**src/rtl/rxshift_pkg.sv**
```systemverilog
// rxshift_pkg: shared definitions for the rxshift UART receiver.
//   - rx_state_e  : receiver FSM state encoding
//   - BAUD_MIN    : smallest clocks-per-bit value that starts a frame
//   - DATA_W      : data bits per frame (fixed at 8)
//   - even_parity : parity bit value that makes the ones count even
package rxshift_pkg;

    localparam int         DATA_W   = 8;
    localparam logic [7:0] BAUD_MIN = 8'd4;

    typedef enum logic [2:0] {
        ST_IDLE      = 3'd0,
        ST_START     = 3'd1,
        ST_DATA      = 3'd2,
        ST_PARITY    = 3'd3,
        ST_STOP      = 3'd4,
        ST_WAIT_HIGH = 3'd5
    } rx_state_e;

    // The even-parity bit equals the XOR of the data bits.
    function automatic logic even_parity(input logic [DATA_W-1:0] d);
        return ^d;
    endfunction

endpackage

```
**src/rtl/rxshift_if.sv**
```systemverilog
// rxshift_if: groups the rxshift configuration, serial line and result
// signals. The receiver uses the slave modport; whatever drives the line
// and consumes bytes uses the master modport.
//   i_Baud       clocks per bit (4..255)
//   i_Enable     receiver enable
//   i_Rx_Serial  asynchronous serial line, idles high
//   o_Rx_Data    last received byte
//   o_Rx_Valid   one-cycle good-byte pulse
//   o_Frame_Err  one-cycle stop-bit-low pulse
//   o_Parity_Err one-cycle parity mismatch pulse
//   o_Busy       receiver not idle
interface rxshift_if;
    logic [7:0] i_Baud;
    logic       i_Enable;
    logic       i_Rx_Serial;
    logic [7:0] o_Rx_Data;
    logic       o_Rx_Valid;
    logic       o_Frame_Err;
    logic       o_Parity_Err;
    logic       o_Busy;

    modport slave (
        input  i_Baud, i_Enable, i_Rx_Serial,
        output o_Rx_Data, o_Rx_Valid, o_Frame_Err, o_Parity_Err, o_Busy
    );

    modport master (
        output i_Baud, i_Enable, i_Rx_Serial,
        input  o_Rx_Data, o_Rx_Valid, o_Frame_Err, o_Parity_Err, o_Busy
    );
endinterface

```
**src/rtl/rxshift_rx_sync.sv**
```systemverilog
// rx_sync: SYNC_STAGES-deep flop chain bringing the asynchronous serial
// line into the i_Pclk domain. All stages reset to 1 (line idle level) so
// a reset never looks like a start bit.
//   i_Pclk   clock
//   i_Reset  synchronous active-high reset
//   i_Async  asynchronous input
//   o_Sync   synchronized output
module rx_sync #(
    parameter int SYNC_STAGES = 2
) (
    input  logic i_Pclk,
    input  logic i_Reset,
    input  logic i_Async,
    output logic o_Sync
);

    logic [SYNC_STAGES-1:0] sync_q;
    logic [SYNC_STAGES-1:0] sync_d;

    // Shift the raw line into the low end of the chain.
    always_comb begin
        sync_d = {sync_q[SYNC_STAGES-2:0], i_Async};
    end

    // Synchronizer flops, reset to the idle-high level.
    always_ff @(posedge i_Pclk) begin
        if (i_Reset) begin
            sync_q <= {SYNC_STAGES{1'b1}};
        end else begin
            sync_q <= sync_d;
        end
    end

    assign o_Sync = sync_q[SYNC_STAGES-1];

endmodule

```
**src/rtl/rxshift.sv**
```systemverilog
// rxshift: UART serial receiver, oversampling at i_Baud clocks per bit.
// Recovers 8N1 frames LSB first (8E1 when RXSHIFT_PARITY_EN is defined)
// and reports each byte with a one-cycle valid or error pulse.
//   i_Pclk   peripheral clock, rising edge
//   i_Reset  synchronous active-high reset
//   bus      rxshift_if.slave: i_Baud, i_Enable, i_Rx_Serial in;
//            o_Rx_Data, o_Rx_Valid, o_Frame_Err, o_Parity_Err, o_Busy out
// Build option: define RXSHIFT_PARITY_EN for an even parity bit between
// the data and the stop bit; otherwise o_Parity_Err is tied low.
module rxshift
    import rxshift_pkg::*;
#(
    parameter int DATA_W      = 8,
    parameter int SYNC_STAGES = 2
) (
    input  logic       i_Pclk,
    input  logic       i_Reset,
    rxshift_if.slave   bus
);

    logic rx_s;

    rx_sync #(.SYNC_STAGES(SYNC_STAGES)) u_rx_sync (
        .i_Pclk  (i_Pclk),
        .i_Reset (i_Reset),
        .i_Async (bus.i_Rx_Serial),
        .o_Sync  (rx_s)
    );

    rx_state_e         state_q,   state_d;
    logic [7:0]        cnt_q,     cnt_d;
    logic [7:0]        baud_q,    baud_d;
    logic [2:0]        bit_idx_q, bit_idx_d;
    logic [DATA_W-1:0] shift_q,   shift_d;
    logic [DATA_W-1:0] data_q,    data_d;
    logic              valid_q,   valid_d;
    logic              ferr_q,    ferr_d;
    logic              busy_q,    busy_d;
`ifdef RXSHIFT_PARITY_EN
    logic              par_err_q, par_err_d;
    logic              perr_q,    perr_d;
`endif

    // Next-state logic: bit timing, sampling, and result pulses.
    always_comb begin
        state_d   = state_q;
        cnt_d     = cnt_q;
        baud_d    = baud_q;
        bit_idx_d = bit_idx_q;
        shift_d   = shift_q;
        data_d    = data_q;
        valid_d   = 1'b0;
        ferr_d    = 1'b0;
`ifdef RXSHIFT_PARITY_EN
        par_err_d = par_err_q;
        perr_d    = 1'b0;
`endif
        if (!bus.i_Enable) begin
            // Abandon any frame; o_Rx_Data keeps its last value.
            state_d = ST_IDLE;
            cnt_d   = 8'd0;
        end else begin
            case (state_q)
                ST_IDLE: begin
                    if (!rx_s && (bus.i_Baud >= BAUD_MIN)) begin
                        baud_d  = bus.i_Baud;
                        cnt_d   = 8'd0;
                        state_d = ST_START;
                    end else begin
                        cnt_d = 8'd0;
                    end
                end
                ST_START: begin
                    // Mid-start check rejects short low glitches.
                    if (cnt_q == (baud_q >> 1)) begin
                        if (rx_s) begin
                            state_d = ST_IDLE;
                            cnt_d   = 8'd0;
                        end else begin
                            cnt_d     = 8'd0;
                            bit_idx_d = 3'd0;
                            state_d   = ST_DATA;
                        end
                    end else begin
                        cnt_d = cnt_q + 8'd1;
                    end
                end
                ST_DATA: begin
                    // Counter restarted mid-start, so N-1 lands mid-bit.
                    if (cnt_q == (baud_q - 8'd1)) begin
                        cnt_d     = 8'd0;
                        shift_d   = {rx_s, shift_q[DATA_W-1:1]};
                        bit_idx_d = bit_idx_q + 3'd1;
                        if (bit_idx_q == 3'd7) begin
`ifdef RXSHIFT_PARITY_EN
                            state_d = ST_PARITY;
`else
                            state_d = ST_STOP;
`endif
                        end else begin
                            state_d = ST_DATA;
                        end
                    end else begin
                        cnt_d = cnt_q + 8'd1;
                    end
                end
`ifdef RXSHIFT_PARITY_EN
                ST_PARITY: begin
                    if (cnt_q == (baud_q - 8'd1)) begin
                        cnt_d     = 8'd0;
                        par_err_d = (rx_s != even_parity(shift_q));
                        state_d   = ST_STOP;
                    end else begin
                        cnt_d = cnt_q + 8'd1;
                    end
                end
`endif
                ST_STOP: begin
                    if (cnt_q == (baud_q - 8'd1)) begin
                        cnt_d  = 8'd0;
                        data_d = shift_q;
                        if (rx_s) begin
                            state_d = ST_IDLE;
`ifdef RXSHIFT_PARITY_EN
                            if (par_err_q) begin
                                perr_d = 1'b1;
                            end else begin
                                valid_d = 1'b1;
                            end
`else
                            valid_d = 1'b1;
`endif
                        end else begin
                            ferr_d  = 1'b1;
                            state_d = ST_WAIT_HIGH;
                        end
                    end else begin
                        cnt_d = cnt_q + 8'd1;
                    end
                end
                ST_WAIT_HIGH: begin
                    // A held-low line (break) yields only one frame error.
                    if (rx_s) begin
                        state_d = ST_IDLE;
                    end else begin
                        state_d = ST_WAIT_HIGH;
                    end
                end
                default: begin
                    state_d = ST_IDLE;
                    cnt_d   = 8'd0;
                end
            endcase
        end
        // Busy is registered from the next state so it tracks state_q.
        busy_d = (state_d != ST_IDLE);
    end

    // State and output registers with synchronous reset.
    always_ff @(posedge i_Pclk) begin
        if (i_Reset) begin
            state_q   <= ST_IDLE;
            cnt_q     <= 8'd0;
            baud_q    <= 8'd0;
            bit_idx_q <= 3'd0;
            shift_q   <= {DATA_W{1'b0}};
            data_q    <= {DATA_W{1'b0}};
            valid_q   <= 1'b0;
            ferr_q    <= 1'b0;
            busy_q    <= 1'b0;
`ifdef RXSHIFT_PARITY_EN
            par_err_q <= 1'b0;
            perr_q    <= 1'b0;
`endif
        end else begin
            state_q   <= state_d;
            cnt_q     <= cnt_d;
            baud_q    <= baud_d;
            bit_idx_q <= bit_idx_d;
            shift_q   <= shift_d;
            data_q    <= data_d;
            valid_q   <= valid_d;
            ferr_q    <= ferr_d;
            busy_q    <= busy_d;
`ifdef RXSHIFT_PARITY_EN
            par_err_q <= par_err_d;
            perr_q    <= perr_d;
`endif
        end
    end

    assign bus.o_Rx_Data   = data_q;
    assign bus.o_Rx_Valid  = valid_q;
    assign bus.o_Frame_Err = ferr_q;
    assign bus.o_Busy      = busy_q;
`ifdef RXSHIFT_PARITY_EN
    assign bus.o_Parity_Err = perr_q;
`else
    assign bus.o_Parity_Err = 1'b0;
`endif

endmodule

```
**src/flat_wrapper.sv**
```systemverilog
// flat-port wrapper written by rule: the top's interface ports become plain ports
module rxshift_flat import rxshift_pkg::*;
#(
    parameter int DATA_W      = 8,
    parameter int SYNC_STAGES = 2
)
  (i_Pclk, i_Reset, bus_i_Baud, bus_i_Enable, bus_i_Rx_Serial, bus_o_Rx_Data, bus_o_Rx_Valid, bus_o_Frame_Err, bus_o_Parity_Err, bus_o_Busy);
  rxshift_if bus_i ();
  input  logic i_Pclk;
  input  logic i_Reset;
  input wire logic [$bits(bus_i.i_Baud)-1:0] bus_i_Baud;
  input wire logic [$bits(bus_i.i_Enable)-1:0] bus_i_Enable;
  input wire logic [$bits(bus_i.i_Rx_Serial)-1:0] bus_i_Rx_Serial;
  output wire logic [$bits(bus_i.o_Rx_Data)-1:0] bus_o_Rx_Data;
  output wire logic [$bits(bus_i.o_Rx_Valid)-1:0] bus_o_Rx_Valid;
  output wire logic [$bits(bus_i.o_Frame_Err)-1:0] bus_o_Frame_Err;
  output wire logic [$bits(bus_i.o_Parity_Err)-1:0] bus_o_Parity_Err;
  output wire logic [$bits(bus_i.o_Busy)-1:0] bus_o_Busy;
  assign bus_i.i_Baud = bus_i_Baud;
  assign bus_i.i_Enable = bus_i_Enable;
  assign bus_i.i_Rx_Serial = bus_i_Rx_Serial;
  assign bus_o_Rx_Data = bus_i.o_Rx_Data;
  assign bus_o_Rx_Valid = bus_i.o_Rx_Valid;
  assign bus_o_Frame_Err = bus_i.o_Frame_Err;
  assign bus_o_Parity_Err = bus_i.o_Parity_Err;
  assign bus_o_Busy = bus_i.o_Busy;
  rxshift #(.DATA_W(DATA_W), .SYNC_STAGES(SYNC_STAGES)) u_core (.i_Pclk(i_Pclk), .i_Reset(i_Reset), .bus(bus_i));
endmodule
```
**config.mk**
```make
export PLATFORM = sky130hd
export DESIGN_NAME = rxshift_flat
export DESIGN_NICKNAME = d
export VERILOG_FILES = /design/src/rtl/rxshift_pkg.sv /design/src/rtl/rxshift_if.sv /design/src/rtl/rxshift_rx_sync.sv /design/src/rtl/rxshift.sv /design/src/flat_wrapper.sv
export SDC_FILE = /design/constraint.sdc
export NUM_CORES = 1
export LEC_CHECK = 0
export CAP_MARGIN = 25
export CORE_UTILIZATION = 36
export DETAILED_ROUTE_END_ITERATION = 10
export MAX_ROUTING_LAYER = met4
export PLACE_DENSITY = 0.58
export RECOVER_POWER = 25
export SYNTH_ARGS = -nofsm -noshare
export SYNTH_HDL_FRONTEND = slang
export SYNTH_SLANG_ARGS = --single-unit
```
**constraint.sdc**
```tcl
create_clock -name i_Pclk -period 8 [get_ports i_Pclk]
set_input_delay 2 -clock i_Pclk [delete_from_list [all_inputs] [get_ports i_Pclk]]
set_output_delay 2 -clock i_Pclk [all_outputs]
set_load 0.02 [all_outputs]
```
; ---- Yosys cells after proc, flatten, opt, wreduce, memory -nomap -nowiden
; Index checks and enable logic that the tools add are counted.
[word_totals]
regBits = 43
inputBits = 12
output_inout_bits = 12
wordCells = 57
[op_classes]
add_sub_neg = 3
order_cmp = 1
eq_ne = 10
n_mux = 18
n_bitwise = 3
n_reduce_logical = 12
[op_table]
columns = cell, count
row1 = 2-to-1 mux 3 bit, 10
row2 = one-hot mux 8 bit (3 select lines), 1
row3 = 2-to-1 mux 8 bit, 2
row4 = one-hot mux 3 bit (5 select lines), 1
row5 = "== test 3 bit, second input constant", 3
row6 = AND reduction 3 bit, 3
row7 = "adder 8 x 1 -> 8 bit, second input constant", 1
row8 = == test 8 x 7 -> 1 bit, 1
row9 = == test 8 bit, 1
row10 = ">= comparator 8 x 3 -> 1 bit, second input constant", 1
row11 = "subtractor 8 x 1 -> 8 bit, second input constant", 1
row12 = one-hot mux 3 bit (2 select lines), 1
row13 = AND reduction 5 bit, 1
row14 = "inequality test 2 x 1 -> 1 bit, second input constant", 2
row15 = OR reduction 2 bit, 2
row16 = OR reduction 4 bit, 1
row17 = "adder 3 x 1 -> 3 bit, second input constant", 1
row18 = "== test 3 x 1 -> 1 bit, second input constant", 1
row19 = "== test 3 x 2 -> 1 bit, second input constant", 1
row20 = logical NOT 3 bit, 1
row21 = inverter 1 bit, 3
row22 = nonzero test 3 bit, 1
row23 = 2-to-1 mux 1 bit, 2
row24 = 2-to-1 mux 2 bit, 1
row25 = 4 further kinds, 4

; ---- Depth between registers and ports, before layout
; Gate-level depths: netlist of run 1.
[logic_depth]
ltp_word = 6
ltp_mapped = 12
mapped_depth_nobuf = 8

; ---- Hierarchy
; Synthesis of run 1 repeated with hierarchy kept, for this count alone.
[unflattened]
cells_unflattened = 254
area_unflattened_um2 = 2316.0
[by_module_without_submodules]
columns = module, instances, cells_each, area_each_um2, seq_area_each_um2
row1 = rxshift, 1, 250, 2263.4, 820.8
row2 = rx_sync, 1, 4, 52.6, 40.0

; ---- Worst setup path before layout of run 1
; OpenSTA, ideal clock, no wires.
[synth_path]
kind = input-to-reg
from = input port bus_i_Enable
to = register u_core.cnt_q[2]
setup_time_ns = 0.079
arrival_ns = 3.093
required_ns = 7.921
slack_ns = 4.828
stages = 5
n_path_buf = 0
cell_sequence = nor2b_1 inv_1 a221oi_1 o21ai_0 a22oi_1
[synth_via]
elab_chain_len = 2
[synth_lines]
columns = item, line
row1 = "start, declared", flat_wrapper.sv:12  ; input wire logic [$bits(bus_i.i_Enable)-1:0] bus_i_Enable;
row2 = inverter 1 bit (no line), -
row3 = OR reduction 2 bit (no line), -
row4 = "end signal, assigned", rxshift.sv:177  ; cnt_q <= cnt_d;
row5 = "end, declared", rxshift.sv:31  ; logic [7:0] cnt_q, cnt_d;
; No other way between the ends.
; A chain may end at the register's enable or synchronous reset.

; ---- Worst setup path in the final report of run 1
[layout_path]
from = input port i_Reset
to = register u_core.cnt_q[2]
[layout_via]
elab_chain_len = 1
[layout_lines]
columns = item, line
row1 = "start, declared", flat_wrapper.sv:10  ; input logic i_Reset;
row2 = OR reduction 2 bit (no line), -
; No other way between the ends.

==> results_dict.tcl, run 1 <==
set metrics [dict create \
    cts_root_buf "clkbuf_8" \
    fin_skew_ps 8.56 \
    wl_um 4700 \
    fin_tns_setup_ps 0 \
    worstRegToRegCells 8 \
    yosys_warnings 0 \
    grtUsageTotal_pct 15.8 \
    die-area_um2 6820 \
    cts.path.max_buffers 2 \
    final_common_cell "dfxtp_1" \
    hold_viol 0 \
    area_delta_synth_final_pct 13.5 \
    route.detailed.drc 0 \
    setup.worst_path.class "input port to register" \
    grt_overflow_total 0 \
    async_flop_share_pct 0 \
    slew_viol_final 0 \
    ys.flop_type "dfxtp_1" \
    hpwlAfterDp_um 3410 \
    synth_area_um2 2340 \
    diodes 0 \
    synth_seq_area_share_pct 36.8 \
    core-area_um2 6100 \
    grt_pass1_wl_um 7870 \
    ant_nets 0 \
    mostFrequentLayoutCells "43 x dfxtp_1, 40 x nor2_1, 24 x mux2i_1" \
    outcome "completed" \
    synth_edf_count 0 \
    cp-start-kind "input port" \
    drt_pass1_iterations 4 \
    cts_resized 0 \
    p_per_area_nw_per_um2 160 \
    fin_crit_ps 4410 \
    wl_per_cell_um 13.3 \
    endpoint_kind "register" \
    synth_top_area_share_pct 36.8 \
    fin_crit_sh_pct 55.1 \
    yosys.area.top_type "dfxtp_1" \
    hold_buffers 0 \
    grt_max_degree 33 \
    syn_avg_cell_area_um2 8.89 \
    cts_buffers 5 \
    cts_setup_buffers 0 \
    rows 28 \
    start_util_pct 38.3 \
    first_global_vias 1654 \
    path_cells "dlygate4sd3_1 -> clkbuf_1 -> nor2b_1 -> inv_1 -> a221oi_1 -> o21ai_0 -> a22oi_1" \
    worst-endpoint-required_ps 8230 \
    crit_arrival_ps 4640 \
    synth_area_leaders "dfxtp_1 37%, mux2i_1 10%, nor2_1 6.4%, nand2_1 3.7%, xnor2_1 3.4%" \
    rsz0062_at_grt "no" \
    via_per_inst 5.19 \
    syn-num-nets 279 \
    htreeDepth 2 \
    setup_violations 0 \
    ioPinCount 24 \
    antenna_found_initial 0 \
    numClockSinks 43 \
    die-width_um 82.6 \
    port_buffers 22 \
    synth_cell_type_count 55 \
    max_freq_mhz 227 \
    reg2reg_from "u_core.baud_q[1]" \
    die_h_um 82.6 \
    gp_congestion 0.798 \
    insertion_delay_ps 310 \
    slowest_stage "a221oi_1" \
    drt-initial-drc-count 85 \
    nets 294 \
    power.total_uw 426 \
    min_path_type "register to register" \
    cts_tree "done" \
    crit_start "i_Reset" \
    worstHoldStart "u_core.u_rx_sync.sync_q[0]" \
    clkTransAtPathRegs_ps 80 \
    relSlewSlack_pct 12.1 \
    hold_depth 1 \
    synthCells 263 \
    worst_pin_slew_ps 1320 \
    drv_cap 0 \
    vdd_drop_max_v 0.000124 \
    leakagePower_uw 0.00108 \
    max_stage_delay_ps 640 \
    ys_seq_elements 43 \
    vias 1836 \
    path_max_fanout 32 \
    drive_gt1_share_pct 7.53 \
]
[critical path: cells and delay by family]
| kind | cells | cell delay [ps] |
|---|---|---|
| AO/OA/AOI/OAI | 3 | 1040 |
| AND/OR/NAND/NOR | 1 | 430 |
| buffers and inverters | 3 | 1170 |
[power breakdown]
part | internal (uW) | switching, uW
Clock | 94.6 | 81.6
Combinational | 14.2 | 15.6
Sequential | 216 | 3.94
[sequential cells by signal, indices dropped and copies added, names as in the netlist]
register	cells
u_core.baud_q	8
u_core.bus.o_Rx_Data	8
u_core.cnt_q	8
u_core.shift_q	8
u_core.bit_idx_q	3
u_core.state_q	3
u_core.u_rx_sync.sync_q	2
u_core.bus.o_Busy	1
u_core.bus.o_Frame_Err	1
u_core.bus.o_Rx_Valid	1
[path summary, 6_finish.rpt]
| check | end | slack (ps) |
|---|---|---|
| min reg2reg | u_core.u_rx_sync.sync_q[1] | 420 |
| max reg2reg | u_core.bus.o_Rx_Data[3] | 5080 |
| min | u_core.u_rx_sync.sync_q[1] | 420 |
| max | u_core.cnt_q[2] | 3590 |
[per-stage QoR]
stage               cells  setup slack, ps  util (%)  instance area, um2  hold slack, ps
floorplan             263             4830         -                2340             389
global placement      346             4010      41.7                2540             398
detailed placement    346             3900      41.7                2540             399
CTS                   354             4210      43.6                2660             419
global route          354             3340      43.5                2650             441
finish                354             3590      43.5                2650             417
[layer usage]
metal  GRT usage (%)  vias up  wire length (um)
li1                -      957                 -
met1            20.7      839              2440
met2            22.7       31              1980
met3            4.29        9               188
met4            6.55        0                91
met5               -        -                 0
[synth_stat cells, types with 2 or more instances]
| cell | count |
|---|---|
| a2111o_1 | 2 |
| a211oi_1 | 2 |
| a21oi_1 | 3 |
| a221oi_1 | 2 |
| a22oi_1 | 2 |
| a31oi_1 | 4 |
| and2_1 | 4 |
| and2_2 | 2 |
| buf_2 | 3 |
| buf_4 | 4 |
| buf_6 | 5 |
| dfxtp_1 | 43 |
| ha_1 | 4 |
| inv_1 | 8 |
| mux2i_1 | 24 |
| nand2_1 | 23 |
| nand2b_1 | 6 |
| nand3_1 | 7 |
| nand4_1 | 2 |
| nor2_1 | 40 |
| nor2b_1 | 3 |
| nor3_1 | 4 |
| nor4_1 | 4 |
| o211ai_1 | 3 |
| o21ai_0 | 10 |
| o21bai_1 | 2 |
| o22ai_1 | 4 |
| o32ai_1 | 2 |
| or2_2 | 2 |
| xnor2_1 | 9 |
| xor2_1 | 6 |
[area by class of cell]
type | instances | area (um2)
clock inverter | 3 | 47.5
tap | 75 | 93.8
sequential | 43 | 861
timing repair buffer | 23 | 224
inverter | 8 | 30.0
clock buffer | 5 | 68.8
multi-input combinational | 197 | 1330
fill | 654 | 3440
[logic make-up after synthesis]
| logic type | count (synthesis) | synth area share [%] |
|---|---|---|
| and+or+nand+nor | 107 | 22.9 |
| AOI/OAI and AO/OA | 45 | 15.0 |
| DFF | 43 | 36.8 |
| muxes | 24 | 10.3 |
| buffers and inverters | 23 | 6.37 |
| xor gates and xnor gates | 16 | 6.32 |
| adders and majority gates | 4 | 2.14 |
| other | 1 | 0.160 |
Power figures use the tool's default switching activity.
==> inputs of run 2 (changes only) <==
--- a/config.mk
+++ b/config.mk
@@ -9,7 +9,7 @@
 export CORE_UTILIZATION = 36
 export DETAILED_ROUTE_END_ITERATION = 10
 export MAX_ROUTING_LAYER = met4
-export PLACE_DENSITY = 0.58
+export PLACE_DENSITY = 0.6
 export RECOVER_POWER = 25
 export SYNTH_ARGS = -nofsm -noshare
 export SYNTH_HDL_FRONTEND = slang
==> constraint.sdc (replaced) <==
create_clock -name i_Pclk -period 3.55 [get_ports i_Pclk]
set_input_delay 0.8875 -clock i_Pclk [delete_from_list [all_inputs] [get_ports i_Pclk]]
set_output_delay 0.8875 -clock i_Pclk [all_outputs]
set_load 0.02 [all_outputs]
==> results_dict.tcl, run 2 (synthesis gave the netlist of run 1 again) <==
set metrics [dict create \
    hold_buffers 0 \
    cts_buffers 5 \
    start_util_pct 38.3 \
    final_common_cell "dfxtp_1" \
    drt-initial-drc-count 92 \
    met2_usage_pct 23.6 \
    grt_overflow_total 0 \
    placed_area_um2 2550 \
    leakagePower_uw 0.00109 \
    die_h_um 82.6 \
    ioPinCount 24 \
    max_freq_mhz 350 \
    fin_crit_ps 2860 \
    path_max_fanout 8 \
    p_per_area_nw_per_um2 333 \
    cts_tree "done" \
    rows 28 \
    vdd_drop_max_v 0.000251 \
    grtUsageTotal_pct 15.6 \
    vias 1842 \
    setup_ws_ps 690 \
    drv_cap 0 \
    grt_pass1_wl_um 7810 \
    area_delta_synth_final_pct 13.2 \
    cts.path.max_buffers 2 \
    cp-start-kind "register" \
    relSlewSlack_pct 15.8 \
    drt_pass1_iterations 4 \
    crit_arrival_ps 3000 \
    first_global_vias 1627 \
    worstHoldStart "u_core.u_rx_sync.sync_q[0]" \
    hold_viol 0 \
    drive_gt1_share_pct 8.19 \
    setup_violations 0 \
    wl_per_cell_um 13.2 \
    fin_tns_setup_ps 0 \
    fin_crit_sh_pct 80.6 \
    slowest_stage "a2111oi_4" \
    insertion_delay_ps 300 \
    reg2reg_from "u_core.baud_q[1]" \
    nFillCells 639 \
    via_per_inst 5.17 \
    met1_usage_pct 20.6 \
    htreeDepth 2 \
    ant_nets 0 \
    mostFrequentLayoutCells "43 x dfxtp_1, 40 x nor2_1, 24 x mux2i_1" \
    outcome "completed" \
    fin_util_pct 43.4 \
    path_cells "inv_1 -> ha_1 -> o21bai_1 -> a2111oi_2 -> a311oi_2 -> a2111oi_4 -> mux2i_1 -> nor2_1" \
    worst_pin_slew_ps 1260 \
    final_area_um2 2650 \
    die-width_um 82.6 \
    cts_setup_buffers 0 \
    gp_congestion 0.881 \
    nets 296 \
    max_stage_delay_ps 730 \
    diodes 0 \
    min_path_type "register to register" \
    port_buffers 22 \
    grt_max_degree 32 \
    die-area_um2 6820 \
    route.detailed.drc 0 \
    dpl_worst_slack_ps 717 \
    holdWs_ps 423 \
    cts_resized 0 \
    fin_skew_ps 6.36 \
    critPathBufInv 1 \
    cpLargestDelayFamily "compound AO/OA/AOI/OAI gates" \
    setup.worst_path.class "register to register" \
    slew_viol_final 0 \
    rsz0062_at_grt "no" \
    clkTransAtPathRegs_ps 80 \
    antenna_found_initial 0 \
    cts_root_buf "clkbuf_8" \
    busiest_layer "met2" \
    numClockSinks 43 \
    endpoint_kind "register" \
    worst-endpoint-required_ps 3690 \
    use_met3_pct 3.52 \
    core-area_um2 6100 \
    hpwlAfterDp_um 3480 \
    wl_um 4700 \
    crit_start "u_core.baud_q[1]" \
]
run 2: worst reg2reg max path, delay by kind of cell (launching register included):
kind	cells	cell delay [ps]
and+or+nand+nor	1	50
AOI/OAI and AO/OA	4	1540
buffers and inverters	1	80
adders and majority gates	1	290
muxes	1	270
DFF	1	490
run 2: layer usage:
metal	share of wire, %	routed length, um	vias up
met5	0	0	-
met2	44	2060	26
met3	3.2	150	7
met1	52	2430	850
met4	1.3	61	0
li1	-	-	959
run 2: worst paths after layout:
kind | end | slack (ps) | depth (start not counted)
worst max-delay path | u_core.bus.o_Rx_Data[6] | 690 | 8
worst min-delay path | u_core.u_rx_sync.sync_q[1] | 420 | 1
worst max register to register | u_core.bus.o_Rx_Data[6] | 690 | 8
worst min register to register | u_core.u_rx_sync.sync_q[1] | 420 | 1
run 2: per-stage QoR:
stage	std cells	power, uW
2_1_floorplan	263	554
3_3_place_gp	348	574
3_5_place_dp	348	574
4_1_cts	356	897
5_1_grt	356	923
6_report	356	880
run 2: area by class of cell:
cell class                      count  area (um2)  share of cell area (%)
Multi-Input combinational cell    197        1330                    50.2
Sequential cell                    43         861                    32.5
Timing Repair Buffer               25         239                    9.03
Tap cell                           75        93.8                    3.55
Clock buffer                        5        68.8                    2.60
Inverter                            8        30.0                    1.14
Clock inverter                      3        25.0                   0.946
run 2: power breakdown:
part	switching [uW]	leakage [uW]	internal (uW)
sequential	8.75	0.000347	486
clock	178	0.0000443	141
combinational	34.9	0.000697	32.0
total	222	0.00109	659
